$ cat src/rtl/hazard_pkg.sv
// hazard_pkg: shared defaults and counter sizing for the hazard scoreboard
package hazard_pkg;
    localparam int DEF_NUM_REGS      = 8;
    localparam int DEF_RW            = $clog2(DEF_NUM_REGS);
    localparam int DEF_NOFWD_DIST    = 2;
    localparam int DEF_LOAD_USE_DIST = 1;

    function automatic int cnt_width(input int a, input int b);
        return $clog2(((a > b) ? a : b) + 1);
    endfunction
endpackage

$ cat src/rtl/hazard_sb_entry.sv
// hazard_sb_entry: one per-register hazard down-counter with load, restore and saturating decrement
module hazard_sb_entry #(
    parameter int CW = 2
) (
    input  logic          clk,
    input  logic          rst,
    input  logic          load,
    input  logic [CW-1:0] load_val,
    input  logic          restore,
    input  logic [CW-1:0] restore_val,
    output logic [CW-1:0] cnt
);
    logic [CW-1:0] dec;

    // saturating decrement and the larger of a new write distance or the remaining one
    always_comb begin
        dec = (cnt == '0) ? '0 : cnt - 1'b1;
    end

    // restore undoes a squashed write; a load never shortens an outstanding hazard
    always_ff @(posedge clk) begin
        if (rst) cnt <= '0;
        else if (restore) cnt <= restore_val;
        else if (load) cnt <= (load_val > dec) ? load_val : dec;
        else cnt <= dec;
    end
endmodule

$ cat src/rtl/hazard_scoreboard.sv
// hazard_scoreboard: per-register RAW hazard tracking with stall, flush undo and stall counting
// Macro HAZARD_SCOREBOARD_FWD_EN: forwarding present, only load-use distances are tracked
module hazard_scoreboard
    import hazard_pkg::*;
#(
    parameter int NUM_REGS      = DEF_NUM_REGS,
    parameter int NOFWD_DIST    = DEF_NOFWD_DIST,
    parameter int LOAD_USE_DIST = DEF_LOAD_USE_DIST
) (
    input  logic                        clk,
    input  logic                        rst,
    input  logic                        id_valid,
    input  logic [$clog2(NUM_REGS)-1:0] id_rs,
    input  logic [$clog2(NUM_REGS)-1:0] id_rt,
    input  logic                        id_reads_rs,
    input  logic                        id_reads_rt,
    input  logic                        id_reg_write,
    input  logic                        id_is_load,
    input  logic [$clog2(NUM_REGS)-1:0] id_dest,
    input  logic                        flush,
    output logic                        stall,
    output logic                        pc_write_en,
    output logic                        if_id_write_en,
    output logic [NUM_REGS-1:0]         pending,
    output logic [15:0]                 stall_count
);
    localparam int RW = $clog2(NUM_REGS);
    localparam int CW = cnt_width(NOFWD_DIST, LOAD_USE_DIST);
`ifdef HAZARD_SCOREBOARD_FWD_EN
    localparam int LD_VAL  = LOAD_USE_DIST;
    localparam int ALU_VAL = 0;
`else
    localparam int LD_VAL  = NOFWD_DIST;
    localparam int ALU_VAL = NOFWD_DIST;
`endif

    logic [CW-1:0] cnt [NUM_REGS];
    logic [CW-1:0] shadow;
    logic [CW-1:0] shadow_dec;
    logic [CW-1:0] dest_dec;
    logic [CW-1:0] load_val;
    logic [RW-1:0] last_dest;
    logic          last_valid;
    logic          issue;
    logic          restore;
    logic [15:0]   sc;

    // hazard detection reads pre-update counters; reset and flush suppress the stall at once
    always_comb begin
        stall = id_valid & ~flush & ~rst &
                ((id_reads_rs & (cnt[id_rs] != '0)) | (id_reads_rt & (cnt[id_rt] != '0)));
        issue = id_valid & id_reg_write & ~stall & ~flush;
        restore = flush & last_valid;
        load_val = id_is_load ? CW'(LD_VAL) : CW'(ALU_VAL);
        dest_dec = (cnt[id_dest] == '0) ? '0 : cnt[id_dest] - 1'b1;
        shadow_dec = (shadow == '0) ? '0 : shadow - 1'b1;
        pc_write_en = ~stall;
        if_id_write_en = ~stall;
        stall_count = rst ? '0 : sc;
    end

    for (genvar i = 0; i < NUM_REGS; i++) begin : g_entry
        hazard_sb_entry #(.CW(CW)) u_entry (
            .clk         (clk),
            .rst         (rst),
            .load        (issue && id_dest == RW'(i)),
            .load_val    (load_val),
            .restore     (restore && last_dest == RW'(i)),
            .restore_val (shadow_dec),
            .cnt         (cnt[i])
        );
        assign pending[i] = ~rst & (cnt[i] != '0);
    end

    // remember the most recent write so a flush next cycle can undo it; count stalled cycles
    always_ff @(posedge clk) begin
        if (rst) begin
            shadow <= '0;
            last_dest <= '0;
            last_valid <= 1'b0;
            sc <= '0;
        end else begin
            last_valid <= issue;
            if (issue) begin
                last_dest <= id_dest;
                shadow <= dest_dec;
            end
            if (stall && sc != 16'hFFFF) sc <= sc + 16'd1;
        end
    end
endmodule

$ cat config.mk
export PLATFORM = sky130hd
export DESIGN_NAME = hazard_scoreboard
export DESIGN_NICKNAME = d
export VERILOG_FILES = /design/src/rtl/hazard_pkg.sv /design/src/rtl/hazard_sb_entry.sv /design/src/rtl/hazard_scoreboard.sv
export SDC_FILE = /design/constraint.sdc
export NUM_CORES = 1
export LEC_CHECK = 0
export CAP_MARGIN = 20
export CORE_ASPECT_RATIO = 0.8
export CORE_UTILIZATION = 25
export DETAILED_ROUTE_END_ITERATION = 10
export PLACE_DENSITY = 0.41
export SLEW_MARGIN = 20
export SYNTH_ARGS = -nofsm -noshare
export SYNTH_HDL_FRONTEND = slang
export SYNTH_SLANG_ARGS = --single-unit
$ cat constraint.sdc
create_clock -name clk -period 3 [get_ports clk]
set_input_delay 0.9 -clock clk [delete_from_list [all_inputs] [get_ports clk]]
set_output_delay 0.9 -clock clk [all_outputs]
set_load 0.05 [all_outputs]
Word-level counts from Yosys, hierarchy flattened. Cells that the tools add are included.

Logic and storage cells: 156. Flip-flop bits (word level): 38. Output and inout port bits: 27. Input port bits: 17.

Reduce and logical (&&, ||, !) cells: 39. Equality and inequality tests: 15. Order comparisons: 11. Bitwise logic cells: 24. Multiplexer cells: 44. Add/sub/neg operators: 11.

Operators with widths (count): 2-to-1 mux 2 bit (40); == test 3 bit (second input constant) (8); zero test 2 bit (10); nonzero test 2 bit (10); subtractor 2 x 1 -> 2 bit (second input constant) (10); binary-select mux 2 bit (select 3 bit) (3); bitwise AND 1 bit (17); logical AND 1 bit (17); adder 16 x 1 -> 16 bit (second input constant) (1); greater-than comparator 2 bit (first input constant) (8); 2-to-1 mux 16 bit (1); inequality test 16 bit (second input constant) (1); == test 3 x 2 -> 1 bit (second input constant) (4); greater-or-equal comparator 4 bit (second input constant) (3); NOT 3 -> 4 bit (3); == test 3 x 1 -> 1 bit (second input constant) (2); zero test 3 bit (2); NOT 1 bit (3); bitwise OR 1 bit (1).

Depth between registers and ports, before layout. Gate-level depths: netlist of run 1.

Depth in word-level cells: 14. Gate-level depth with buffers: 8. Depth with buffers taken out: 7.

Modules after synthesis. From an unflattened synthesis of run 1, not the netlist that was laid out.

Cell total of the unflattened synthesis: 386. Area, all modules: 3271.9 µm².

By module, submodules not included: hazard_scoreboard (cells each 226, instances 1, area each 1820.5 µm², sequential area each 440.4 µm²); hazard_sb_entry (cells each 20, instances 8, area each 181.4 µm², sequential area each 40.0 µm²).

Worst setup path before layout of run 1. Ideal clock, no wire load.

Path kind: input to output. Start point: input id_rs[0]. End point: output pc_write_en. Stages on the path: 6. Buffers on the path: 2. Setup slack: -0.198 ns. Data required time: 2.100 ns. Arrival: 2.298 ns. Cell sequence: or3_1 -> nand4_1 -> a21boi_2 -> and3_1 -> buf_2 -> buf_4.

Cells in the longest elaborated chain, start to end: 9.

RTL lines: start: declaration (line hazard_scoreboard.sv:13) `input logic [$clog2(NUM_REGS)-1:0] id_rs,`; NOT 3 -> 4 bit (implied by the code) (line hazard_scoreboard.sv:51) `((id_reads_rs & (cnt[id_rs] != '0)) | (id_reads_rt & (cnt[id_rt] != '0)));`; binary-select mux 2 bit (select 3 bit) (line hazard_scoreboard.sv:51); 2-to-1 mux 2 bit (implied by the code) (2 in a row) (line hazard_scoreboard.sv:51); nonzero test 2 bit (line hazard_scoreboard.sv:51); bitwise AND 1 bit (line hazard_scoreboard.sv:51); bitwise OR 1 bit (line hazard_scoreboard.sv:51); bitwise AND 1 bit (line hazard_scoreboard.sv:50) `stall = id_valid & ~flush & ~rst &`; NOT 1 bit; end: declaration (line hazard_scoreboard.sv:22) `output logic pc_write_en,`.

Every way passes these cells. The select of a mux whose other input is x is not followed.

Final worst setup path of run 1.
Start point: input flush. End point: output if_id_write_en.

Cells in the longest elaborated chain, start to end: 5.

RTL lines: start: declaration (line hazard_scoreboard.sv:20) `input logic flush,`; NOT 1 bit (line hazard_scoreboard.sv:50); bitwise AND 1 bit (3 in a row) (line hazard_scoreboard.sv:50); NOT 1 bit (line hazard_scoreboard.sv:58) `if_id_write_en = ~stall;`; end: declaration (line hazard_scoreboard.sv:23) `output logic if_id_write_en,`.

Every way passes these cells.

==> results of run 1 <==
==> cell type report <==
class,instances,share of cell area
clock buffer,7,0.04037
clock inverter,1,0.009139
inverter,9,0.01066
multi-input combinational,213,0.4859
sequential,38,0.2315
tap,112,0.04265
timing repair buffer,71,0.1797
==> logic make-up (layout without fill, tap and decap cells) <==
| kind of cell | after synthesis | count (layout) | synth area share |
|---|---|---|---|
| AOI/OAI and AO/OA | 49 | 49 | 0.1572 |
| DFF | 38 | 38 | 0.3330 |
| muxes | 22 | 22 | 0.1254 |
| adders and majority gates | 1 | 1 | 0.005476 |
| and+or+nand+nor | 141 | 141 | 0.3368 |
| buffers and inverters | 22 | 88 | 0.04217 |
==> layout by cell type, fill, tap and decap left out, types with 5 or more instances in the layout <==
| cell | count |
|---|---|
| a211oi_1 | 6 |
| a21oi_1 | 11 |
| buf_4 | 52 |
| clkbuf_16 | 5 |
| dfxtp_1 | 38 |
| inv_1 | 8 |
| mux2_2 | 13 |
| mux2i_1 | 5 |
| nand2_1 | 14 |
| nand3_1 | 10 |
| nand3b_1 | 5 |
| nand4_1 | 5 |
| nor2_1 | 46 |
| nor2b_1 | 14 |
| nor3_1 | 5 |
| nor4_1 | 8 |
| o21ai_0 | 6 |
==> report_power, final <==
group	internal (mW)	switching, mW	total (mW)	leakage [nW]
sequential	0.509	0.00553	0.514	0.306
combinational	0.0633	0.0737	0.137	0.890
clock	0.393	0.202	0.596	0.0781
total	0.965	0.282	1.25	1.27
==> repair_timing <==
action | 4_1_cts | 5_1_grt
setup endpoints to repair | 25 | 3
pin swaps | 11 | 9
buffers inserted | 4 | 1
gates cloned | 0 | 0
gates resized for setup | 60 | 14
==> state kept, by name, summed over array words and instances, names as in the netlist <==
name                 cells
sc                      16
shadow                   2
last_valid               1
last_dest                3
g_entry.u_entry.cnt     16
==> layer usage <==
| layer | up-vias | global-route usage | wire, um |
|---|---|---|---|
| met1 | 1091 | 0.2477 | 4020 |
| met5 | - | 0 | 0 |
| met2 | 35 | 0.2196 | 2886 |
| met4 | 0 | 0.04054 | 55 |
| met3 | 2 | 0.02693 | 275 |
| li1 | 1145 | - | - |
==> critical path: cells and delay by family <==
family | cells | cell delay, ps
AND/OR/NAND/NOR | 2 | 460
AO/OA/AOI/OAI | 2 | 440
buffers and inverters | 3 | 370
==> per-stage QoR <==
step	instances	power [mW]
after global routing	451	1.303
final	451	1.247
after CTS	450	1.258
after global placement	438	0.6402
after floorplan	273	0.5832
after detailed placement	438	0.6406
==> path summary, 6_finish.rpt <==
check,start,endpoint,slack [ps],cells after the start
setup / recovery,flush,if_id_write_en,-80,7
hold / removal,sc[0],sc[0],510,1
setup reg to reg,g_entry[4].u_entry.cnt[0],g_entry[4].u_entry.cnt[1],530,8
hold reg to reg,sc[0],sc[0],510,1
==> run metrics, run 1 <==
status=finished, violations left; failing checks=setup timing; Finished Cell Area=3286 um^2; final setup margin=-76.06 ps; most instantiated cells after synthesis=46 x nor2_1, 38 x dfxtp_1, 14 x nand2_1, 14 x nor2b_1, 13 x mux2_2; Syn Inst Count=273; clock period minus final worst setup slack=3076 ps; Antenna Violating Nets Remaining=0; Vias/cell=5.040; clk_skew=4.736 ps; # fillers=897; total number of vias=2,273; P_leak=1.274 nW; Routed WL=7.237 mm; Worst-path clk slew=60 ps; Worst-Margin Slew=620.6 ps; hold_ws=506.5 ps; CTS tree=done; Slew headroom=0.5854; maximum fanout along the worst path=4; GPL Wtd Cong=0.7360; PwrDens=379.5 nW/um^2; vias in the first global route=2,133; Ys Warns=0; Seq/Total Area, Yosys=0.3330; area of the multi-input gates=1597 um^2; Final HPWL DP=5.238 mm; max_cap viols=0; Yosys top cell area share=0.3330; initial DRC count=111; Mapped Area=2285 um^2; Mapped Avg Cell Area=8.369 um^2; CP Cell Sequence=buf_8 -> nand4bb_4 -> a311oi_4 -> a21boi_4 -> and3_4 -> buf_6 -> buf_12; DR pass1 iterations=4; Die X=108.9 um; critical path launch point type=primary input; slowest CP cell=a311oi_4; largest net degree at the start of global routing=41; Area Overhead vs Synth=43.81%; DP Area=2915 um^2; Num CTS Buffers=5; Distinct cells, synth=51; Core Footprint=8671 um^2; Initial Utilization=0.2635; EDFF count, synth=0; peak supply drop=0.3462 mV; share of cells above drive strength 1=0.3245; crit path kind=primary input to output pin; WL/cell=16.05 um; ys flop type=dfxtp_1; H-tree levels=2; f_max=0.3251 GHz; final worst-path cycle share=1.025; Worst-Skew Late Latency=270 ps; Final nets=356; port buffer count=42; dominant cells by area after synthesis=dfxtp_1 33%, nor2_1 7.6%, mux2_2 6.4%, mux4_2 3.9%, nor2b_1 3.8%; count leader, synth=nor2_1; gr ovfl total=0; CTS sink count=38; biggest area consumer among synthesized cells=dfxtp_1; clock root cell=clkbuf_16; fraction of registers with async set/reset=0; die height=87.51 um; RSZ-0062 raised after global routing=true; Die Footprint=9528 um^2; overall routing resource usage=0.1587; ANT cells=0; endpoint class of the critical path=output pin; Hold Path Class=flop to flop; I/O Pins=44; register area=760.7 um^2; final setup violation count=3; post-route DRC violation count=0; Max Slew Vio Count=0; global-route wire length before repair=11.55 mm; syn_nets=291; DP Worst Slack=-680.8 ps; Seq cells post-synth=38; hold buffer count at cts=0; setup TNS=-155.7 ps; final hold viol count=0; initial antenna violation count=0; Crit path arrival time=2180 ps; Rows=30; fin util=0.3789; Largest stage delay, worst path=340 ps; clock buffer depth=2; Worst EP required=2100 ps
Note: power is estimated with default switching activity, not from simulation.
==> inputs of run 2 (changes only) <==
PLACE_DENSITY = 0.4   (was 0.41)
SYNTH_HIERARCHICAL = 1   (was not set)
==> run 2 against run 1 <==
Setup slack gained 15 ps. Register-to-register slack lost 130 ps. Clock skew grew 2.0 ps. First-iteration DRC count grew 0.90%. Utilization grew 0.97 points. The flow still finishes with violations (setup timing). Via count grew 32%. Die area grew 42%. Cell count grew 46%.
==> run metrics, run 2 <==
status=finished, violations left; failing checks=setup timing; Mapped Area=3272 um^2 (+43%); total number of vias=2,994 (+32%); Ys Warns=6 (+6); ANT cells=0 (unchanged); Seq cells post-synth=38 (unchanged); fraction of registers with async set/reset=0 (unchanged); Max Slew Vio Count=0 (unchanged); port buffer count=42 (unchanged); Hold Path Depth=2 (+1); Mapped Avg Cell Area=8.476 um^2 (+1.3%); final cell count without fillers=658 (+46%); biggest area consumer among synthesized cells=dfxtp_1; P_leak=1.956 nW (+54%); final setup violation count=1 (-2); Routed WL=8.896 mm (+23%); critical path launch point type=primary input; Num CTS Buffers=5 (unchanged); Worst R2R Path Depth=9 (+1); Hold Path Class=flop to flop; maximum fanout along the worst path=6 (+2); Slew headroom=0.5920 (+0.006573); Largest regs=g_entry.u_entry/cnt (16), sc (16), last_dest (3); f_max=0.3267 GHz (+0.49%); Final nets=528 (+48%); share of cells above drive strength 1=0.2957 (-0.02880); clock buffer depth=2 (unchanged); register area=760.7 um^2 (unchanged); Seq/Total Area, Yosys=0.2325 (-0.1005); Worst-Skew Late Latency=280 ps (about the same); clk_skew=6.735 ps (+1.999 ps); EDFF count, synth=0 (unchanged); final worst-path cycle share=1.020 (-0.004991); Core Footprint=12,480 um^2 (+44%); RSZ-0062 raised after global routing=true; final hold viol count=0 (unchanged); CTS sink count=38 (unchanged); most instantiated cells after synthesis=56 x nor2_1, 38 x dfxtp_1, 28 x nand2b_1; Yosys top cell area share=0.2325 (-0.1005); Die X=129.9 um (+19%); Hold Path Sink=shadow[0]; largest net degree at the start of global routing=23 (-44%); DP Worst Slack=-616.1 ps (+64.64 ps); Pwr Total=1.454 mW (+17%); CTS tree=done; Initial Utilization=0.2622 (-0.001258); Antenna Violating Nets Remaining=0 (unchanged); I/O Pins=44 (unchanged); Reg-to-Reg End=g_entry[5].u_entry/cnt[1]; endpoint class of the critical path=output pin; initial antenna violation count=0 (unchanged); die height=104.3 um (+19%); Vias/cell=4.550 (-9.7%); most common cell after layout, fill and taps aside=nor2_1; hold buffer count at cts=0 (unchanged); ys flop type=dfxtp_1; dpl cells=646 (+47%); Worst-Margin Slew=610.7 ps (-9.839 ps); count leader, synth=nor2_1; clock period minus final worst setup slack=3061 ps (-14.97 ps); dominant cells by area after synthesis=dfxtp_1 23%, ha_1 9.6%, nor2_1 6.4%, nand2b_1 5.4%, nor2b_1 4.0%; gr ovfl total=0 (unchanged); Worst-path clk slew=60 ps (about the same); Rows=36 (+20%); WL/cell=13.52 um (-16%); commonest non-fill, non-tap cells in the layout=56 x nor2_1, 38 x dfxtp_1, 32 x conb_1; DR pass1 iterations=4 (unchanged); PwrDens=299.9 nW/um^2 (-21%); max_cap viols=0 (unchanged); Final HPWL DP=7.116 mm (+36%); hold path start=shadow[0]; overall routing resource usage=0.1397 (-0.01894); clock root cell=clkbuf_16; Syn Inst Count=386 (+41%); Worst EP required=2100 ps (about the same); # fillers=1,254 (+40%); Crit path arrival time=2160 ps (-20 ps); area of the multi-input gates=2604 um^2 (+63%); Distinct cells, synth=50 (-2.0%); Area Overhead vs Synth=48.18%; H-tree levels=2 (unchanged); reg2reg setup slack=400 ps (-130 ps); GPL Wtd Cong=0.8400 (+14%); vias in the first global route=2,938 (+38%); Die Footprint=13,550 um^2 (+42%); crit path kind=primary input to output pin; initial DRC count=112 (+0.90%); hold_ws=494.2 ps (-12.33 ps); reg-to-reg startpoint=g_entry[3].u_entry/cnt[0]; peak supply drop=0.2014 mV (-42%); post-route DRC violation count=0 (unchanged); final setup margin=-61.09 ps (+14.97 ps); global-route wire length before repair=14.97 mm (+30%)
-- run 2: cell count changes after synthesis, moves of 9 or more --
cell / delta
nand4_1: +9
nand2b_1: +26
nor4_1: -9
nand2_1: +10
a21oi_1: -9
ha_1: +24
nor2_1: +10
inv_1: +18
-- run 2: metal layers --
layer  vias up  global-route usage  routed length (um)
li1       1546                   -                   -
met2        36              0.2051                3796
met4         0             0.02824                  56
met5         -                   0                   0
met3         5             0.01800                 263
met1      1407              0.2132                4779
-- run 2: worst max-delay path, stage by stage --
cell and delay, ps:
buf_6 110, buf_4 140, nor3_2 120, o21bai_1 130
a32oi_4 250, a21oi_4 120, nand2b_4 130, clkinvlp_4 110
buf_12 150
-- run 2: how the worst max path moves through the flow --
stage,startpoint,endpoint,slack [ps],cells past startpoint
final,id_rt[1],stall,-60,9
after global routing,id_rt[1],stall,-150,9
after CTS,id_rt[2],stall,-350,9
after detailed placement,id_rs[1],stall,-620,8
after global placement,id_rs[1],stall,-640,8
after floorplan,rst,pending[0],-30,4
-- run 2: cells by family (layout without fill, tap and decap cells) --
family                   count (synthesis)  count (layout)  synth area share
multiplexers                            29              29            0.1136
AND/OR/NAND/NOR                        210             210            0.3721
flip-flops                              38              38            0.2325
adder cells (fa/ha/maj)                 25              25           0.09560
AO/OA/AOI/OAI                           46              46            0.1388
buffers and inverters                   36             107           0.04512
other                                    2              32          0.002295
-- run 2: timing repair --
| item | 4_1_cts | 5_1_grt |
|---|---|---|
| pin swaps | 5 | 4 |
| hold endpoints to repair | 0 | 0 |
| buffers inserted | 3 | 2 |
| setup endpoints to repair | 19 | 9 |
| resized for setup | 11 | 41 |
-- run 2: through the flow --
stage | instance area (um^2) | setup TNS [ps] | util
2_1_floorplan | 3402 | -292.6 | -
3_3_place_gp | 4463 | -9588 | 0.3577
3_5_place_dp | 4463 | -9557 | 0.3577
4_1_cts | 4727 | -920.8 | 0.3789
5_1_grt | 4848 | -222.7 | 0.3886
6_report | 4848 | -61.09 | 0.3886
-- run 2: layout make-up --
cell class / instances / area share
Clock buffer: 6 / 0.02865
Clock inverter: 2 / 0.01239
Inverter: 26 / 0.02090
Multi-Input combinational cell: 342 / 0.5370
Sequential cell: 38 / 0.1569
Tap cell: 171 / 0.04413
Timing Repair Buffer: 73 / 0.2000
-- run 2: where the power goes --
part / total [mW] / internal, mW / switching (mW)
Combinational: 0.223 / 0.109 / 0.114
Clock: 0.717 / 0.500 / 0.217
Sequential: 0.514 / 0.508 / 0.00543
==> RTL change (config.mk and constraints of run 1) <==
Reset style: asynchronous (`rst`), changed in 2 clocked blocks.
--- a/src/rtl/hazard_sb_entry.sv
+++ b/src/rtl/hazard_sb_entry.sv
@@ -18,7 +18,7 @@
     end
 
     // restore undoes a squashed write; a load never shortens an outstanding hazard
-    always_ff @(posedge clk) begin
+    always_ff @(posedge clk or posedge rst) begin
         if (rst) cnt <= '0;
         else if (restore) cnt <= restore_val;
         else if (load) cnt <= (load_val > dec) ? load_val : dec;
--- a/src/rtl/hazard_scoreboard.sv
+++ b/src/rtl/hazard_scoreboard.sv
@@ -73,7 +73,7 @@
     end
 
     // remember the most recent write so a flush next cycle can undo it; count stalled cycles
-    always_ff @(posedge clk) begin
+    always_ff @(posedge clk or posedge rst) begin
         if (rst) begin
             shadow <= '0;
             last_dest <= '0;
Behaviour: no difference found for any inputs over 10 cycles, from zero or initial values and one cycle with rst high; that may be too few to reach the edited logic, so the function may still have changed.
==> RTL change against run 1 <==
- the run still ends with negative setup slack left
- hold slack got worse by 0.027 ns
- worst setup slack got worse by 0.088 ns
- area after synthesis increased by 7.2%
- critical path depth increased by 1
- synthesized cell count decreased by 1.5%
- sequential cell count unchanged
- routed wire length decreased by 3.4%
- final area increased by 8.1%
Power is not compared: it rests on default switching activity, and its combinational part moved more than twofold at a synthesized area within 25%.
==> RTL change: results (changes against run 1) <==
* Non-clock buffers at 62 (was 71)
* Tap cells at 115 (was 112)
* Post-Synth XOR/XNOR Area at 0.0429 (was 0)
* Sequential share of the synthesized area at 0.388 (was 0.333)
* Synthesized Nets at 287 (was 291)
* Yosys cell types at 49 (was 51)
* Status: complete, but fails checks (unchanged)
* FF+latch count at 38 (unchanged)
* Via count at 2154 (was 2273)
* Pre-antenna DRT Iters at 5 (was 4)
* Most used DFF post-synth: dfrtp_1 (was dfxtp_1)
* Synth Area in Adders at 0.00511 (was 0.00548)
* Pin count of the biggest net entering global routing at 26 (was 41)
* Crit path DAT at 2.26 ns (was 2.18 ns)
* DP Area at 3350 um2 (was 2920 um2)
* Failing checks: negative setup slack (unchanged)
* Hold Crit Start: sc[6] (was sc[0])
* First-pass GRT wire length at 11.6 mm (about the same)
* Post-DP HPWL at 5.35 mm (was 5.24 mm)
* WL/cell at 15.9 um (was 16.0 um)
* Fraction of layout cells with a size suffix above 1 at 0.298 (was 0.324)
* RR Endpoint: sc[8] (was g_entry[4].u_entry.cnt[1])
* Delay of the slowest cell on the worst path at 0.49 ns (was 0.34 ns)
* Worst-Margin Slew at 0.489 ns (was 0.621 ns)
* Post-synthesis compound-gate area fraction at 0.146 (was 0.157)
* Max Clock Skew at 0.00518 ns (was 0.00474 ns)
* DR vias/cell at 4.90 (was 5.04)
* Largest cells by area after synthesis: dfrtp_1 39%, nor2_1 5.4%, nor2b_1 4.9% (was dfxtp_1 33%, nor2_1 7.6%, mux2_2 6.4%)
* Storage cell area at 951 um2 (was 761 um2)
* Non-clk buf share at 0.230 (was 0.180)
* # placed instances at 430 (was 438)
* Area of the multi-input gates at 1430 um2 (was 1600 um2)
* Worst Hold End: sc[6] (was sc[0])
* Non-Clock Inverter Count at 13 (was 9)
* Top cells by count, synth: 38 x dfrtp_1, 35 x nor2_1, 30 x nand2_1 (was 46 x nor2_1, 38 x dfxtp_1, 14 x nand2_1, 14 x nor2b_1, 13 x mux2_2)
* Wire length on met2 at 2.78 mm (was 2.89 mm)
* Iter 0 DRT Violations at 171 (was 111)
* Filler Cell Count at 926 (was 897)
* Gpl congestion at 0.779 (was 0.736)
* Grt met3 use at 0.0289 (was 0.0269)
* RR Startpoint: g_entry[6].u_entry.cnt[1] (was g_entry[4].u_entry.cnt[0])
* Vias in the first global route at 2104 (was 2133)
* Metal-1 WL at 3.73 mm (was 4.02 mm)
* Setup WS post-layout at -0.164 ns (was -0.0761 ns)
* Synth async-reset ratio at 1.00 (was 0)
* Met3 WL at 389 um (was 275 um)
* Routing usage on met1 at 0.234 (was 0.248)
* Final setup fails at 3 (unchanged)
* Mux share of post-synthesis cell area at 0.0772 (was 0.125)
* Routed Antenna Nets at 0 (unchanged)
* Post-synthesis area per instance at 9.10 um2 (was 8.37 um2)
* Global-route total usage across every layer at 0.149 (was 0.159)
* Reg2Reg Depth at 7 (was 8)
* #MultiIn Comb at 204 (was 213)
* Clock buf/inv share at 0.0416 (was 0.0495)
* Final nets at 342 (was 356)
-- RTL change: stage by stage --
step                hold slack, ns  utilization  TNS [ns]  setup WS, ns
floorplan                    0.447            -    -0.221        -0.117
global placement             0.471        0.362     -3.98        -0.657
detailed placement           0.473        0.362     -3.99        -0.664
CTS                          0.483        0.381    -0.792        -0.311
global route                 0.516        0.383    -0.515        -0.225
finish                       0.479        0.383    -0.352        -0.164
-- RTL change: repair_timing --
action	in CTS	in global routing
pin swaps	10	8
resized for setup	23	23
setup endpoints to repair	28	3
hold endpoints to repair	0	0
setup buffers	1	2
-- RTL change: worst max path at each step --
stage	cells after the start	to	slack [ns]	startpoint
after floorplan	7	stall	-0.12	id_rt[1]
after global placement	9	stall	-0.66	id_rt[1]
after detailed placement	9	stall	-0.66	id_rt[1]
after CTS	9	stall	-0.31	id_rt[1]
after global routing	8	stall	-0.22	id_rt[1]
final	8	stall	-0.16	id_rt[1]
